### config.mk
export PLATFORM = sky130hd
export DESIGN_NAME = jtbubl_rom_arb
export DESIGN_NICKNAME = d
export VERILOG_FILES = /design/src/rtl/jtbubl_rom_pkg.sv /design/src/rtl/jtbubl_rom_rr.sv /design/src/rtl/jtbubl_rom_arb.sv
export SDC_FILE = /design/constraint.sdc
export NUM_CORES = 1
export LEC_CHECK = 0
export ABC_AREA = 1
export CAP_MARGIN = 20
export CORE_MARGIN = 2
export CORE_UTILIZATION = 53
export CTS_BUF_LIST = sky130_fd_sc_hd__clkbuf_4
export CTS_CLUSTER_DIAMETER = 60
export CTS_CLUSTER_SIZE = 20
export DETAILED_ROUTE_END_ITERATION = 10
export GPL_TIMING_DRIVEN = 0
export PLACE_DENSITY = 0.84
export SLEW_MARGIN = 20
export SYNTH_ARGS = -nofsm -noshare
export SYNTH_HDL_FRONTEND = slang
export SYNTH_SLANG_ARGS = --single-unit
export TNS_END_PERCENT = 10
### constraint.sdc
create_clock -name clk -period 3.85 [get_ports clk]
set_input_delay 0.77 -clock clk [delete_from_list [all_inputs] [get_ports clk]]
set_output_delay 0.77 -clock clk [all_outputs]
set_load 0.01 [all_outputs]
### src/rtl/jtbubl_rom_pkg.sv
// Shared sizes, FSM encodings and default slot offsets for the Bubble Bobble ROM arbiter.
package jtbubl_rom_pkg;
  localparam int NSLOT = 5;
  localparam int AW    = 22;
  localparam int DW    = 32;

  localparam logic [1:0] IDLE      = 2'd0;
  localparam logic [1:0] WAIT_ACK  = 2'd1;
  localparam logic [1:0] WAIT_DATA = 2'd2;

  localparam logic [AW-1:0] OFF0_DEF = 22'h00000;
  localparam logic [AW-1:0] OFF1_DEF = 22'h14000;
  localparam logic [AW-1:0] OFF2_DEF = 22'h1C000;
  localparam logic [AW-1:0] OFF3_DEF = 22'h18000;
  localparam logic [AW-1:0] OFF4_DEF = 22'h20000;

  function automatic logic [2:0] rr_next(input logic [2:0] s);
    return (s == 3'(NSLOT-1)) ? 3'd0 : s + 3'd1;
  endfunction
endpackage

### src/rtl/jtbubl_rom_rr.sv
// Five-way round-robin picker: first set miss bit at or after ptr, wrapping 4->0.
module jtbubl_rom_rr
  import jtbubl_rom_pkg::*;
(
  input  logic [NSLOT-1:0] miss,
  input  logic [2:0]       ptr,
  output logic [2:0]       gnt_idx,
  output logic             any
);
  logic [3:0] idx;
  logic       found;

  always_comb begin
    gnt_idx = 3'd0;
    found   = 1'b0;
    idx     = 4'd0;
    for (int i = 0; i < NSLOT; i++) begin
      idx = {1'b0, ptr} + 4'(i);
      if (idx >= 4'(NSLOT)) idx = idx - 4'(NSLOT);
      if (!found && miss[idx[2:0]]) begin
        found   = 1'b1;
        gnt_idx = idx[2:0];
      end
    end
  end

  assign any = |miss;
endmodule

### src/rtl/jtbubl_rom_arb.sv
// Per-slot one-word ROM caches with round-robin miss service over one SDRAM req/ack/data_rdy port.
module jtbubl_rom_arb
  import jtbubl_rom_pkg::*;
#(
  parameter logic [AW-1:0] OFF0 = OFF0_DEF,
  parameter logic [AW-1:0] OFF1 = OFF1_DEF,
  parameter logic [AW-1:0] OFF2 = OFF2_DEF,
  parameter logic [AW-1:0] OFF3 = OFF3_DEF,
  parameter logic [AW-1:0] OFF4 = OFF4_DEF
) (
  input  logic                clk,
  input  logic                rstn,
  input  logic                downloading,
  input  logic                loop_rst,
  input  logic [NSLOT-1:0]    slot_cs,
  input  logic [NSLOT*AW-1:0] slot_addr,
  output logic [NSLOT-1:0]    slot_ok,
  output logic [NSLOT*DW-1:0] slot_dout,
  output logic                sdram_req,
  output logic [AW-1:0]       sdram_addr,
  input  logic                sdram_ack,
  input  logic                data_rdy,
  input  logic [DW-1:0]       data_read,
  output logic                refresh_en
);
  logic [NSLOT-1:0][AW-1:0] offs, full, tag;
  logic [NSLOT-1:0][DW-1:0] dout;
  logic [NSLOT-1:0]         valid, miss;
  logic [1:0]               state, nxt;
  logic [2:0]               sel, ptr, gnt;
  logic                     any, done, disc, fill, flush;

  assign offs  = {OFF4, OFF3, OFF2, OFF1, OFF0};
  assign flush = downloading | loop_rst;

  for (genvar i = 0; i < NSLOT; i++) begin : g_slot
    assign full[i]              = slot_addr[i*AW +: AW] + offs[i];
    assign slot_ok[i]           = slot_cs[i] & valid[i] & (tag[i] == full[i]);
    assign miss[i]              = slot_cs[i] & ~slot_ok[i] & ~downloading;
    assign slot_dout[i*DW +: DW] = dout[i];
  end

  jtbubl_rom_rr u_rr (
    .miss    (miss),
    .ptr     (ptr),
    .gnt_idx (gnt),
    .any     (any)
  );

  always_ff @(posedge clk or negedge rstn)
    if (!rstn) state <= IDLE;
    else       state <= nxt;

  // loop_rst only blocks new grants; downloading is already folded into miss
  always_comb begin
    nxt = state;
    case (state)
      IDLE:      if (any && !loop_rst) nxt = WAIT_ACK;
      WAIT_ACK:  if (sdram_ack) nxt = data_rdy ? IDLE : WAIT_DATA;
      WAIT_DATA: if (data_rdy) nxt = IDLE;
      default:   nxt = IDLE;
    endcase
  end

  always_comb begin
    sdram_req = 1'b0;
    done      = 1'b0;
    case (state)
      WAIT_ACK: begin
        sdram_req = 1'b1;
        done      = sdram_ack & data_rdy;
      end
      WAIT_DATA: done = data_rdy;
      default: ;
    endcase
  end

  // A flush seen while a transaction is in flight poisons its data
  assign fill = done & ~disc & ~flush;

  always_ff @(posedge clk or negedge rstn) begin
    if (!rstn) begin
      sel        <= 3'd0;
      ptr        <= 3'd0;
      sdram_addr <= '0;
      disc       <= 1'b0;
      refresh_en <= 1'b0;
    end else begin
      if (state == IDLE && nxt == WAIT_ACK) begin
        sel        <= gnt;
        sdram_addr <= full[gnt];
      end
      if (done) ptr <= rr_next(sel);
      if (done)                         disc <= 1'b0;
      else if (flush && state != IDLE)  disc <= 1'b1;
      refresh_en <= (state == IDLE) & ~any;
    end
  end

  always_ff @(posedge clk or negedge rstn) begin
    if (!rstn) begin
      valid <= '0;
      tag   <= '0;
      dout  <= '0;
    end else if (flush) begin
      valid <= '0;
    end else if (fill) begin
      valid[sel] <= 1'b1;
      tag[sel]   <= sdram_addr;
      dout[sel]  <= data_read;
    end
  end
endmodule

==> out/metrics.cfg, run 1 <==
[placement]
place_congestion=1.040
portBuffers=341
dp_hpwl_mm=44.52

[pwr]
power.leakage_nw=10.06
vdd_drop_max_uv=830.1
combPwrFrac=0.677
power.switching_mw=9.141
clockPowerShare=0.100
powerDensity_nw_per_um2=844.3
sw_frac_of_total=0.5168
internal_power_mw=8.548
seqPwrFrac=0.223

[floorplan]
initial_core_util=0.5338
io_pins=342
die_x_um=178.8
num_rows=64
die_h_um=178.8
coreArea_um2=30350
dieArea_um2=31980

[detailed_routing]
vias=16400
route.detailed.drc=0
drt-vias-per-instance=5.595
drt_iter0_drc=1664
antenna_left=0
totalWireLength_mm=57.48
drt-wirelength-per-cell_um=19.61
first_pass_iters=6

[critical_path]
cpPeakStageDelay_ps=520
crit_family=simple AND/OR/NAND/NOR gates
cp-end-kind=primary output
cp_cell_sequence=clkdlybuf4s50_1 > nand2_1 > o2111ai_1 > or4_4 > a2111oi_4 > nand4_1 > nor4b_2 > buf_2
cp.arrival_ps=3020
worst-path-buf-inv=2
cpMaxStageDelayCell=clkdlybuf4s50_1
critPathMaxFanout=3
rr_startpoint=ptr[0]
crit_type=in -> out
timing.critical_path.from=slot_addr[53]
cp_data_required_time_ps=3080
start_kind=input port

[logic_synthesis]
yosys-top-cells-area=dfrtp_1 (47%), nand2_1 (15%), o21ai_0 (9.1%)
synth_top_area_cell=dfrtp_1
synth.distinct_cells=50
synth_nets=2308
synthTopCellsByCount=nand2_1 (652), dfrtp_1 (307), o21ai_0 (293)
ys_seq_elements=307
syn_area_um2=16200
syn_inst=2136
synth_top_area_share=0.4742
synth-simple-area-share=0.2838
synth.area.mux_share=0
yosys_warnings=0
synth.avg_cell_area_um2=7.585
synth_flop_cell=dfrtp_1
synth_top_family_by_area=simple AND/OR/NAND/NOR gates
synth-compound-area-share=0.1198
synth-seq-area-share=0.4742
post-synth-top-count-cell=nand2_1
synthArstFlopShare=1.000
synth-adder-area-share=0.01514
synth_xor_area_frac=0.01946
synth_edf_count=0

[timing]
slew_headroom=0.4635
final_max_slew_viol_count=0
min_period_over_period=0.9851
clock.fmax_ghz=0.2637
hold_ws_ps=381.4
hold_viol_final=0
fin_crit_ps=3793
finClkSkew_ps=50.72
fin_setup_tns_ps=0
worstMarginPinSlew_ps=804.7
rsz0062_at_grt=yes
setup_violations=0

[clock_tree]
cts.sinks=307
path_clk_slew_ps=190
clk_latency_ps=790
clock_tree.buffer_depth=3
cts_tree=built
ctsRootBufferMaster=clkbuf_4
h-tree-depth=1
numCtsBuffers=25

[global_routing]
grt_usage=0.3585
grt.overflow.total=0
grt_max_degree=101
grt_pass1_vias=15790
grt_antenna_before_repair=2
grt_pass1_wl_mm=87.18

[finish]
drive_above_1_share=0.07462
final_nets=2690
fillers=2503
area_growth_pct=29.32

[min_path]
hold_class=in -> async

[job]
maxCapViolCount=0

[outcome]
status=finished clean

==> through the flow <==
stage	worst slack, ps	power, mW	cell area (um2)	cells	utilization
floorplan	489.3	12.07	16200	2136	-
global placement	-11010	15.03	20110	2873	0.6626
detailed placement	-791.1	15.28	20200	2876	0.6655
CTS	-161.2	17.05	20700	2920	0.6820
global route	-73.49	19.02	20950	2931	0.6903
finish	57.50	17.69	20950	2932	0.6903
==> state kept, by name, indices dropped and copies added (netlist names) <==
register,cells
tag,110
valid,5
ptr,3
sel,3
sdram_addr,22
state,2
disc,1
slot_dout,160
refresh_en,1
==> cells in the final DEF (no fill, tap or decap), types with 6 or more instances in the layout <==
| cell | n |
|---|---|
| a21oi_1 | 24 |
| nand3_1 | 190 |
| clkbuf_1 | 60 |
| nor2_1 | 96 |
| ha_1 | 13 |
| o22ai_1 | 10 |
| clkdlybuf4s50_1 | 325 |
| buf_4 | 15 |
| buf_2 | 9 |
| a21oi_2 | 14 |
| nand2_1 | 648 |
| dlymetal6s2s_1 | 11 |
| xnor2_1 | 16 |
| clkbuf_4 | 28 |
| o21ai_0 | 292 |
| nand4_1 | 28 |
| nand3_2 | 13 |
| nor4_1 | 6 |
| nor2_2 | 6 |
| dfrtp_1 | 306 |
| inv_1 | 261 |
| xor2_1 | 18 |
| nand3b_1 | 9 |
| inv_2 | 14 |
| o21ai_1 | 7 |
| nand2_2 | 16 |
| or2_2 | 9 |
==> worst reg2reg max path: cells and delay by family (launching register included) <==
kind	cells	cell delay, ps
compound gates	3	330
buf+inv	7	850
simple gates	10	1390
flops	1	440
fa+ha+maj	2	560
==> metal layers <==
layer / track usage / vias to the layer above / wire length [um]
met5: 0 / - / 0
met4: 0.1457 / 0 / 2577
met3: 0.08503 / 145 / 6250
met2: 0.5913 / 852 / 27070
met1: 0.4550 / 7801 / 21580
li1: - / 7606 / -
==> power groups by stage <==
| stage | Sequential, mW | Combinational, mW | Clock (mW) |
|---|---|---|---|
| 2_1_floorplan | 4.00 | 8.07 | 0 |
| 3_3_place_gp | 3.97 | 11.1 | 0 |
| 3_5_place_dp | 3.98 | 11.3 | 0 |
| 4_1_cts | 3.92 | 11.4 | 1.78 |
| 5_1_grt | 3.97 | 13.1 | 1.90 |
| 6_report | 3.94 | 12.0 | 1.77 |
==> path summary, 6_finish.rpt <==
| check | to | slack, ps | depth (start not counted) |
|---|---|---|---|
| max | slot_ok[2] | 60 | 8 |
| min | slot_dout[60] | 380 | 2 |
| max reg2reg | sdram_addr[11] | 230 | 22 |
| min reg2reg | slot_dout[12] | 510 | 2 |
| max in group asynchronous | slot_dout[0] | 2260 | 4 |
| min in group clk | slot_dout[12] | 510 | 2 |
==> area by class of cell <==
| cell class | count | area, um2 | area share |
|---|---|---|---|
| Clock buffer | 26 | 195.2 | 0.009316 |
| Antenna cell | 3 | 7.507 | 0.0003583 |
| Clock inverter | 16 | 220.2 | 0.01051 |
| Inverter | 279 | 1050 | 0.05010 |
| Buffer | 82 | 394.1 | 0.01881 |
| Sequential cell | 307 | 7684 | 0.3667 |
| Timing Repair Buffer | 355 | 3601 | 0.1719 |
| Tap cell | 396 | 495.5 | 0.02365 |
| Multi-Input combinational cell | 1468 | 7305 | 0.3486 |
==> cell families (layout without fill, tap and decap cells) <==
family | count (synthesis) | after routing
compound gates | 363 | 363
flops | 307 | 307
xor+xnor | 36 | 36
other cells | 0 | 3
simple gates | 1050 | 1050
fa+ha+maj | 19 | 19
buf+inv | 361 | 758
==> what timing repair did <==
action | 4_1_cts | 5_1_grt
buffers inserted | 1 | 9
gates resized for setup | 23 | 45
hold buffers | 1 | 0
hold endpoints to repair | 25 | 0
pin swaps | 7 | 13
endpoints found under the setup margin | 46 | 46
Note: power is estimated with default switching activity, not from simulation.
==> run 2: changes to the inputs <==
--- a/config.mk
+++ b/config.mk
@@ -14,6 +14,7 @@
 export CTS_CLUSTER_SIZE = 20
 export DETAILED_ROUTE_END_ITERATION = 10
 export GPL_TIMING_DRIVEN = 0
+export MAX_ROUTING_LAYER = met4
 export PLACE_DENSITY = 0.84
 export SLEW_MARGIN = 20
 export SYNTH_ARGS = -nofsm -noshare
==> run 2 against run 1 <==
Maximum frequency is 1.6% higher. First-iteration DRC count down 9.6%. Die area unchanged. Worst hold slack better by 49 ps. Final cell count is 0.34% higher. Via count decreased by 0.21%. Sequential power about the same. Critical path depth rose by 2. Global-route usage up 1.7 points. Clock skew fell by 0.82 ps. Cell area is 0.51% higher. Clock power increased by 4%. Largest power group unchanged.
==> out/metrics.cfg, run 2 (same netlist as run 1, synthesis figures left out) <==
[critical_path]
timing.critical_path.from=slot_addr[89]
start_kind=input port
crit_family=buffers and inverters
cp.depth=10  ; +2
cp.arrival_ps=2960  ; -60 ps
rrSetupSlack_ps=130  ; -100 ps
rr_startpoint=ptr[0]
crit_type=in -> out
worst-path-buf-inv=4  ; +2
cpMaxStageDelayCell=nor4_2
cp_cell_sequence=clkdlybuf4s50_1 > inv_1 > nand2_1 > nand2_1 > nor4_2 > nand3_1 > nor2_1 > nand3_1 > inv_1 > clkdlybuf4s50_1
cp_data_required_time_ps=3080  ; about the same
cpPeakStageDelay_ps=530  ; about the same
r2r_end=sdram_addr[16]
critPathCapture=slot_ok[4]
reg2reg_depth=20  ; -9.1%
cp-end-kind=primary output
critPathMaxFanout=2  ; -1

[floorplan]
num_rows=64  ; unchanged
die_h_um=178.8  ; unchanged
io_pins=342  ; unchanged
coreArea_um2=30350  ; unchanged
dieArea_um2=31980  ; unchanged
initial_core_util=0.5338  ; unchanged
die_x_um=178.8  ; unchanged

[global_routing]
grt_usage=0.3752  ; +0.01672
grt_pass1_vias=15760  ; -0.25%
grt.overflow.total=0  ; unchanged
grt_pass1_wl_mm=87.85  ; +0.77%
grt_antenna_before_repair=4  ; +2
grt_max_degree=97  ; -4.0%

[pwr]
internal_power_mw=8.979  ; +5.0%
seqPwrFrac=0.213  ; -0.010
power.leakage_nw=10.06  ; about the same
powerDensity_nw_per_um2=877.6  ; +3.9%
clockPowerShare=0.099  ; about the same
power.switching_mw=9.500  ; +3.9%
combPwrFrac=0.688  ; +0.011
vdd_drop_max_uv=1028  ; +24%
power_mw=18.48  ; +4.5%
sw_frac_of_total=0.5141  ; -0.002667

[clock_tree]
h-tree-depth=1  ; unchanged
numCtsBuffers=26  ; +4.0%
path_clk_slew_ps=190  ; about the same
cts_tree=built
cts.sinks=307  ; unchanged
clk_latency_ps=760  ; -30 ps
clock_tree.buffer_depth=3  ; unchanged
ctsRootBufferMaster=clkbuf_4

[timing]
min_period_over_period=0.9698  ; -0.01525
hold_ws_ps=430.5  ; +49.06 ps
fin_crit_ps=3734  ; -58.73 ps
worstMarginPinSlew_ps=824.8  ; +20.08 ps
clock.fmax_ghz=0.2678  ; +1.6%
fin_setup_tns_ps=0  ; unchanged
finClkSkew_ps=49.90  ; -0.8166 ps
setup_violations=0  ; unchanged
rsz0062_at_grt=yes
hold_viol_final=0  ; unchanged
final_max_slew_viol_count=0  ; unchanged
slew_headroom=0.4501  ; -0.01339

[finish]
largest_reg_flops=160  ; unchanged
area_growth_pct=29.98
drive_above_1_share=0.07980  ; +0.005181
final_nets=2698  ; +0.30%
final_cell_mix=nand2_1 (651), clkdlybuf4s50_1 (326), dfrtp_1 (306), o21ai_0 (292), inv_1 (261)
mostFrequentLayoutCell=nand2_1
utilization=0.6938  ; +0.003504
fillers=2484  ; -0.76%

[detailed_routing]
drt_iter0_drc=1505  ; -9.6%
drt-wirelength-per-cell_um=20.13  ; +2.7%
totalWireLength_mm=59.23  ; +3.0%
route.detailed.drc=0  ; unchanged
drt-vias-per-instance=5.564  ; -0.55%
vias=16370  ; -0.21%
first_pass_iters=6  ; unchanged
antenna_left=0  ; unchanged

[job]
maxCapViolCount=0  ; unchanged

[placement]
place_congestion=1.002  ; -3.6%
dp_hpwl_mm=46.00  ; +3.3%
portBuffers=341  ; unchanged

[outcome]
status=finished clean

[min_path]
hold_class=in -> async

==> run 2: power by group through the flow <==
stage	sequential, mW	clock, mW	combinational (mW)
6_report	3.93	1.84	12.7
5_1_grt	3.97	1.94	13.8
4_1_cts	3.92	1.85	11.7
3_5_place_dp	3.98	0	11.5
3_3_place_gp	3.97	0	11.3
2_1_floorplan	4.00	0	8.07
==> run 2: final cells by class <==
cell class	instances	area (um2)	share of cell area
flip-flops and latches	307	7684	0.3649
multi-input cells	1469	7323	0.3478
repair buffers	361	3635	0.1726
inverters	279	1054	0.05003
well taps	396	495.5	0.02353
plain buffers	82	414.1	0.01967
clock buffers	31	232.7	0.01105
clock inverters	15	215.2	0.01022
diodes	2	5.005	0.0002377
==> run 2: metrics by stage <==
step	instance area (um2)	std cells	worst slack (ps)
after global routing	21060	2942	-45.58
after floorplan	16200	2136	489.3
final	21060	2942	116.2
after global placement	20110	2873	-11120
after CTS	20780	2927	-59.86
after detailed placement	20200	2876	-955.6
==> run 2: routing by layer <==
metal | track usage | share of wire | up-vias
li1 | - | - | 7619
met1 | 0.4642 | 0.38 | 7827
met2 | 0.6122 | 0.48 | 779
met3 | 0.07316 | 0.094 | 144
met4 | 0.1416 | 0.037 | 0
met5 | - | 0 | -
==> run 2: worst min path at each step <==
stage / from / end / slack [ps] / depth (start not counted)
after detailed placement: slot_dout[133] / slot_dout[133] / 470 / 2
final: rstn / slot_dout[122] / 430 / 2
after CTS: rstn / slot_dout[122] / 390 / 2
after global routing: rstn / slot_dout[122] / 460 / 2
after global placement: slot_dout[21] / slot_dout[21] / 460 / 2
after floorplan: tag[101] / tag[101] / 450 / 2
==> run 2: timing repair <==
action	in CTS	in global routing
gates cloned	0	1
gates resized for setup	34	48
pin swaps	11	16
buffers inserted	4	12
endpoints found under the setup margin	47	46
endpoints found under the hold margin	31	0
hold buffers	1	0
